[config.mk]
export PLATFORM = sky130hd
export DESIGN_NAME = shift_word_serializer
export DESIGN_NICKNAME = d
export VERILOG_FILES = /design/src/rtl/shift_ser_pkg.sv /design/src/rtl/shift_word_serializer_bit_tick_gen.sv /design/src/rtl/shift_word_serializer.sv
export SDC_FILE = /design/constraint.sdc
export NUM_CORES = 1
export LEC_CHECK = 0
export BUFFER_PORTS_ARGS = -buffer_cell sky130_fd_sc_hd__buf_2
export CAP_MARGIN = 5
export CORE_MARGIN = 2
export CORE_UTILIZATION = 50
export DETAILED_ROUTE_END_ITERATION = 10
export PLACE_DENSITY = 0.83
export SLEW_MARGIN = 10
export SYNTH_ARGS = -nofsm -noshare
export SYNTH_HDL_FRONTEND = slang
export SYNTH_SLANG_ARGS = --single-unit
[constraint.sdc]
create_clock -name clk -period 2.16 [get_ports clk]
set_clock_uncertainty 0.1 [all_clocks]
set_input_delay 0.216 -clock clk [delete_from_list [all_inputs] [get_ports clk]]
set_output_delay 0.216 -clock clk [all_outputs]
set_load 0.05 [all_outputs]
[src/rtl/shift_ser_pkg.sv]
// ============================================================================
// shift_ser_pkg : shared state encoding and line levels for the serializer
// Revision      : 1.0
// ============================================================================
`default_nettype none

package shift_ser_pkg;

  typedef enum logic [1:0] {
    IDLE  = 2'd0,
    START = 2'd1,
    DATA  = 2'd2,
    STOP  = 2'd3
  } ser_state_e;

  localparam logic LINE_IDLE = 1'b1;
  localparam logic START_BIT = 1'b0;
  localparam logic STOP_BIT  = 1'b1;

endpackage

`default_nettype wire

[src/rtl/shift_word_serializer_bit_tick_gen.sv]
// ============================================================================
// bit_tick_gen : counts DIV clock cycles per serial bit and flags the bit end
// Revision     : 1.0
// ============================================================================
`default_nettype none

module bit_tick_gen #(
  parameter int DIV = 1
) (
  input  logic clk,
  input  logic rst,
  input  logic i_en,
  input  logic i_clr,
  output logic o_bit_end,
  output logic o_pre_end
);

  localparam int TW = $clog2(DIV + 1);

  logic [TW-1:0] r_tick;
  logic          w_last;

  assign w_last    = (r_tick == TW'(DIV - 1));
  assign o_bit_end = i_en && w_last;

  // o_pre_end: the next enabled cycle is the final cycle of the current bit
  generate
    if (DIV == 1) begin : g_div_one
      assign o_pre_end = i_en;
    end else begin : g_div_multi
      assign o_pre_end = i_en && (r_tick == TW'(DIV - 2));
    end
  endgenerate

  always_ff @(posedge clk) begin
    if (rst || i_clr) begin
      r_tick <= '0;
    end else if (i_en) begin
      if (w_last) begin
        r_tick <= '0;
      end else begin
        r_tick <= r_tick + TW'(1);
      end
    end
  end

endmodule

`default_nettype wire

[src/rtl/shift_word_serializer.sv]
// ============================================================================
// shift_word_serializer : sends a parallel word as start + data + stop frame
// Revision              : 1.0
// ============================================================================
`default_nettype none

module shift_word_serializer
  import shift_ser_pkg::*;
#(
  parameter int WIDTH     = 4,
  parameter int DIV       = 1,
  parameter int MSB_FIRST = 1
) (
  input  logic             clk,
  input  logic             rst,
  input  logic [WIDTH-1:0] in_data,
  input  logic             in_valid,
  output logic             in_ready,
  output logic             ser_out,
  output logic             busy,
  output logic             done
);

  localparam int BW = $clog2(WIDTH + 1);

  ser_state_e       r_state;
  logic [WIDTH-1:0] r_shift;
  logic [BW-1:0]    r_bitcnt;
  logic             r_ser;
  logic             r_busy;
  logic             r_done;

  logic             w_accept;
  logic             w_bit_end;
  logic             w_pre_end;
  logic [WIDTH-1:0] w_shifted;
  logic             w_head;
  logic             w_head_next;

  assign in_ready = (r_state == IDLE) && !rst;
  assign w_accept = in_valid && in_ready;
  assign ser_out  = r_ser;
  assign busy     = r_busy;
  assign done     = r_done;

  // The output end of the shift register is the MSB or LSB depending on order
  generate
    if (MSB_FIRST != 0) begin : g_msb_first
      assign w_shifted   = r_shift << 1;
      assign w_head      = r_shift[WIDTH-1];
      assign w_head_next = w_shifted[WIDTH-1];
    end else begin : g_lsb_first
      assign w_shifted   = r_shift >> 1;
      assign w_head      = r_shift[0];
      assign w_head_next = w_shifted[0];
    end
  endgenerate

  bit_tick_gen #(
    .DIV (DIV)
  ) u_tick (
    .clk       (clk),
    .rst       (rst),
    .i_en      (r_busy),
    .i_clr     (w_accept),
    .o_bit_end (w_bit_end),
    .o_pre_end (w_pre_end)
  );

  always_ff @(posedge clk) begin
    if (rst) begin
      r_state  <= IDLE;
      r_shift  <= '0;
      r_bitcnt <= '0;
      r_ser    <= LINE_IDLE;
      r_busy   <= 1'b0;
      r_done   <= 1'b0;
    end else begin
      r_done <= 1'b0;
      case (r_state)
        IDLE: begin
          if (w_accept) begin
            r_shift <= in_data;
            r_state <= START;
            r_ser   <= START_BIT;
            r_busy  <= 1'b1;
          end
        end
        START: begin
          if (w_bit_end) begin
            r_state <= DATA;
            r_ser   <= w_head;
          end
        end
        DATA: begin
          if (w_bit_end) begin
            if (r_bitcnt == BW'(WIDTH - 1)) begin
              r_state  <= STOP;
              r_ser    <= STOP_BIT;
              r_bitcnt <= '0;
              // A one-cycle stop bit is its own last cycle
              r_done   <= (DIV == 1);
            end else begin
              r_bitcnt <= r_bitcnt + BW'(1);
              r_shift  <= w_shifted;
              r_ser    <= w_head_next;
            end
          end
        end
        STOP: begin
          if (w_bit_end) begin
            r_state <= IDLE;
            r_ser   <= LINE_IDLE;
            r_busy  <= 1'b0;
          end else begin
            r_done <= w_pre_end;
          end
        end
        default: begin
          r_state <= IDLE;
          r_ser   <= LINE_IDLE;
          r_busy  <= 1'b0;
        end
      endcase
    end
  end

endmodule

`default_nettype wire

==> key figures <==
Global routing
  • Maximum number of pins on one net before global-route repair: 15
  • Number of global-route vias before repair: between 500 and 600
  • All-Layer GR Usage: 19.70%
  • Global-route wire length before repair: roughly 2.1 mm
  • Initial antenna violation count: 0
  • Sum of overflow across all layers after global routing: 0

Cells and area
  • Nets: 98
  • Final core utilization: 57.79%
  • Number of filler cells placed in the layout: 105
  • Area overhead of the layout relative to synthesis: 11.41%
  • Post-route insts no fill: 98
  • Fraction of final layout cells sized beyond drive strength 1: roughly a fifth
  • Antenna cell count: 0

Synthesis
  • Count of flip-flops with a built-in enable after synthesis: 0
  • Sequential element share of the synthesized area: 36.50%
  • Leading area contributor after synthesis: sky130_fd_sc_hd__dfxtp_1
  • Most used standard cells in the synthesized netlist: sky130_fd_sc_hd__dfxtp_1 (12), sky130_fd_sc_hd__a21oi_1 (8), sky130_fd_sc_hd__nor2_1 (7), sky130_fd_sc_hd__ha_1 (6), sky130_fd_sc_hd__o21ai_0 (6)
  • Post-synth net total: 85
  • Post-synth top area share: a little over a third
  • FF+latch count, synth: 12
  • Leading post-synthesis cells by cell area: sky130_fd_sc_hd__dfxtp_1 (37%), sky130_fd_sc_hd__ha_1 (11%), sky130_fd_sc_hd__a21oi_1 (6.1%)
  • Most frequent cell after synthesis: sky130_fd_sc_hd__dfxtp_1
  • Post-Synthesis Cells: 72
  • Top_reg_cell synth: sky130_fd_sc_hd__dfxtp_1
  • FFs w/ async S/R, synth: 0%
  • Syn avg cell area: 9.141 um^2
  • Synth unique cells: 27
  • Summed instance area of the synthesized netlist: around 660 um^2
  • Synthesis Warnings: 0

Clocking
  • Number of buffers added by the clock tree synthesis step: 3
  • Total of hold buffers inserted after clock tree synthesis: 0
  • Clock tree from TritonCTS: done
  • Num Clock Sinks: 12
  • # H-tree levels: 1
  • Gates resized, CTS repair: 0
  • Number of buffers on the longest clock path: 2
  • Clock latency on the worst-skew pair: between 200 and 300 ps
  • Root Driver: sky130_fd_sc_hd__clkbuf_4
  • Clock transition at the registers of the reported paths: 70 ps
  • Post-CTS Setup Bufs: 0

Hold path
  • Worst Hold End: r_shift[0]
  • Worst min-delay path startpoint: in_data[0]
  • Number of instances on the worst hold path: 3
  • Worst hold-check path type: in -> reg

Route
  • Final ANT Viol Nets: 0
  • Total wire length after detailed routing: 1.196 mm
  • Drc violations: 0
  • Via/cell ratio: 5.684
  • First-pass iteration count of the detailed router: 4
  • Avg WL per Cell: 12.20 um
  • Initial DRC Count: 13
  • Via Count: 557

STA
  • Endpoints failing hold: 0
  • Minimum clock period after layout: about 1900 ps
  • Fraction of the cycle the final worst path needs: 90.23%
  • Worst-Margin Slew: roughly 460 ps
  • Maximum frequency from static timing analysis: about 500 MHz
  • Number of pins with negative max-slew slack in the final report: 0
  • Setup TNS: 0 ps
  • Min Hold Slack: 147.2 ps
  • Max-slew headroom: 68.84%
  • Total of endpoints with negative setup slack in the final report: 0
  • Setup repair after global routing missed its margin: false

Critical path
  • Largest stage delay, worst path: approximately 470 ps
  • Launching point of the worst reg2reg path: r_state[0]
  • WP data required: 2190 ps
  • Worst EP arrival: 1980 ps
  • Ordered list of cells on the worst path: inv_1, ha_1, nor3_2, nor2_1, a2111oi_0, a211oi_1
  • Critical setup path kind: reg -> reg
  • Capture point of the worst reg-to-reg path: r_state[0]
  • Count of cells along the worst register-to-register path: 6
  • Endpoint kind of the worst setup timing path: flop
  • Setup crit start kind: flop
  • Slowest CP cell: sky130_fd_sc_hd__a2111oi_0
  • FF-to-FF setup slack: between 200 and 250 ps
  • Maximum net fanout on the critical path: 9

Power
  • Leakage component of the power: about 0.00031 uW
  • Overall power of the completed layout: 911.2 uW
  • Power density normalized to cell area: 1243 nW/um^2
  • Worst IR drop on VDD: 0.6485 mV

Die
  • Area of the die: roughly 1600 um^2
  • Number of standard-cell rows in the floorplan: 13
  • I/O pin cnt: 11
  • Chip Height: approximately 40 um
  • Floorplan core area: 1269 um^2
  • Die width: 40.28 um
  • Initial cell density of the core: between 50 and 60%

Run
  • Number of max-cap violations: 0

Place
  • Number of placed instances with taps included: 95
  • HPWL Detailed: 890.7 um
  • IO Port Bufs: 10
  • Last weighted congestion value of the routability-driven placer: 0.8320

Status
  • Status: complete, no violations
-- layer usage --
metal / global-route usage [%] / part of all wire (%) / up-vias
met2: 33.47 / 49 / 12
met5: 0 / 0 / -
met4: 12.50 / 1.8 / 0
met1: 22.64 / 46 / 256
met3: 3.333 / 2.9 / 4
li1: - / - / 285
-- cell families (layout without fill, tap and decap cells) --
group | count (synthesis) | after routing | share of synthesized area, %
buffers and inverters | 6 | 17 | 4.751
AOI/OAI and AO/OA | 22 | 22 | 21.86
adders and majority gates | 6 | 6 | 11.41
and+or+nand+nor | 22 | 22 | 19.39
DFF | 12 | 12 | 36.50
muxes | 4 | 4 | 6.084
-- registers in the layout, indices dropped and copies added (netlist names) --
register,flops
r_bitcnt,3
done,1
busy,1
r_shift,4
ser_out,1
r_state,2
-- placed cells by master (no fill, tap or decap), drive strengths merged, types with 2 or more instances in the layout --
cell / synthesis / final
nor2b: 2 / 2
buf: 2 / 10
nand2: 3 / 3
a21oi: 8 / 8
o21ai: 6 / 6
nor2: 7 / 7
nor3: 2 / 2
inv: 4 / 4
ha: 6 / 6
clkbuf: 0 / 3
mux2i: 4 / 4
dfxtp: 12 / 12
nand2b: 2 / 2
or3: 3 / 3
-- through the flow --
step,area (um^2),setup slack [ps]
final,733.2,211.1
after global routing,733.2,10.06
after CTS,733.2,167.9
after detailed placement,710.7,178.0
after global placement,710.7,362.2
after floorplan,658.1,416.4
-- area by class of cell --
| type | count | area, um^2 | share of cell area (%) |
|---|---|---|---|
| clock buffer | 3 | 22.52 | 3.072 |
| tap | 15 | 18.77 | 2.560 |
| timing repair buffer | 10 | 50.05 | 6.826 |
| multi-input combinational | 54 | 386.6 | 52.73 |
| inverter | 4 | 15.01 | 2.048 |
| sequential | 12 | 240.2 | 32.76 |
-- worst max-delay path by stage --
stage,from,to,slack (ps),cells after the start
after CTS,r_state[0],r_state[0],170,6
after detailed placement,r_state[0],r_state[0],180,6
after floorplan,r_state[0],in_ready,420,3
after global placement,r_state[0],r_shift[3],360,6
final,r_state[0],r_state[0],210,6
after global routing,r_state[0],r_state[0],10,6
-- power breakdown --
group / internal, uW / switching, uW
clock: 64.3 / 64.5
sequential: 275 / 41.4
combinational: 170 / 295
-- critical path, delay by kind of cell, from the launching register on --
kind / cells / cell delay (ps)
AO/OA/AOI/OAI: 2 / 560
adder cells (fa/ha/maj): 1 / 370
buffers and inverters: 1 / 100
flip-flops: 1 / 360
AND/OR/NAND/NOR: 2 / 330
Note: power is estimated with default switching activity, not from simulation.
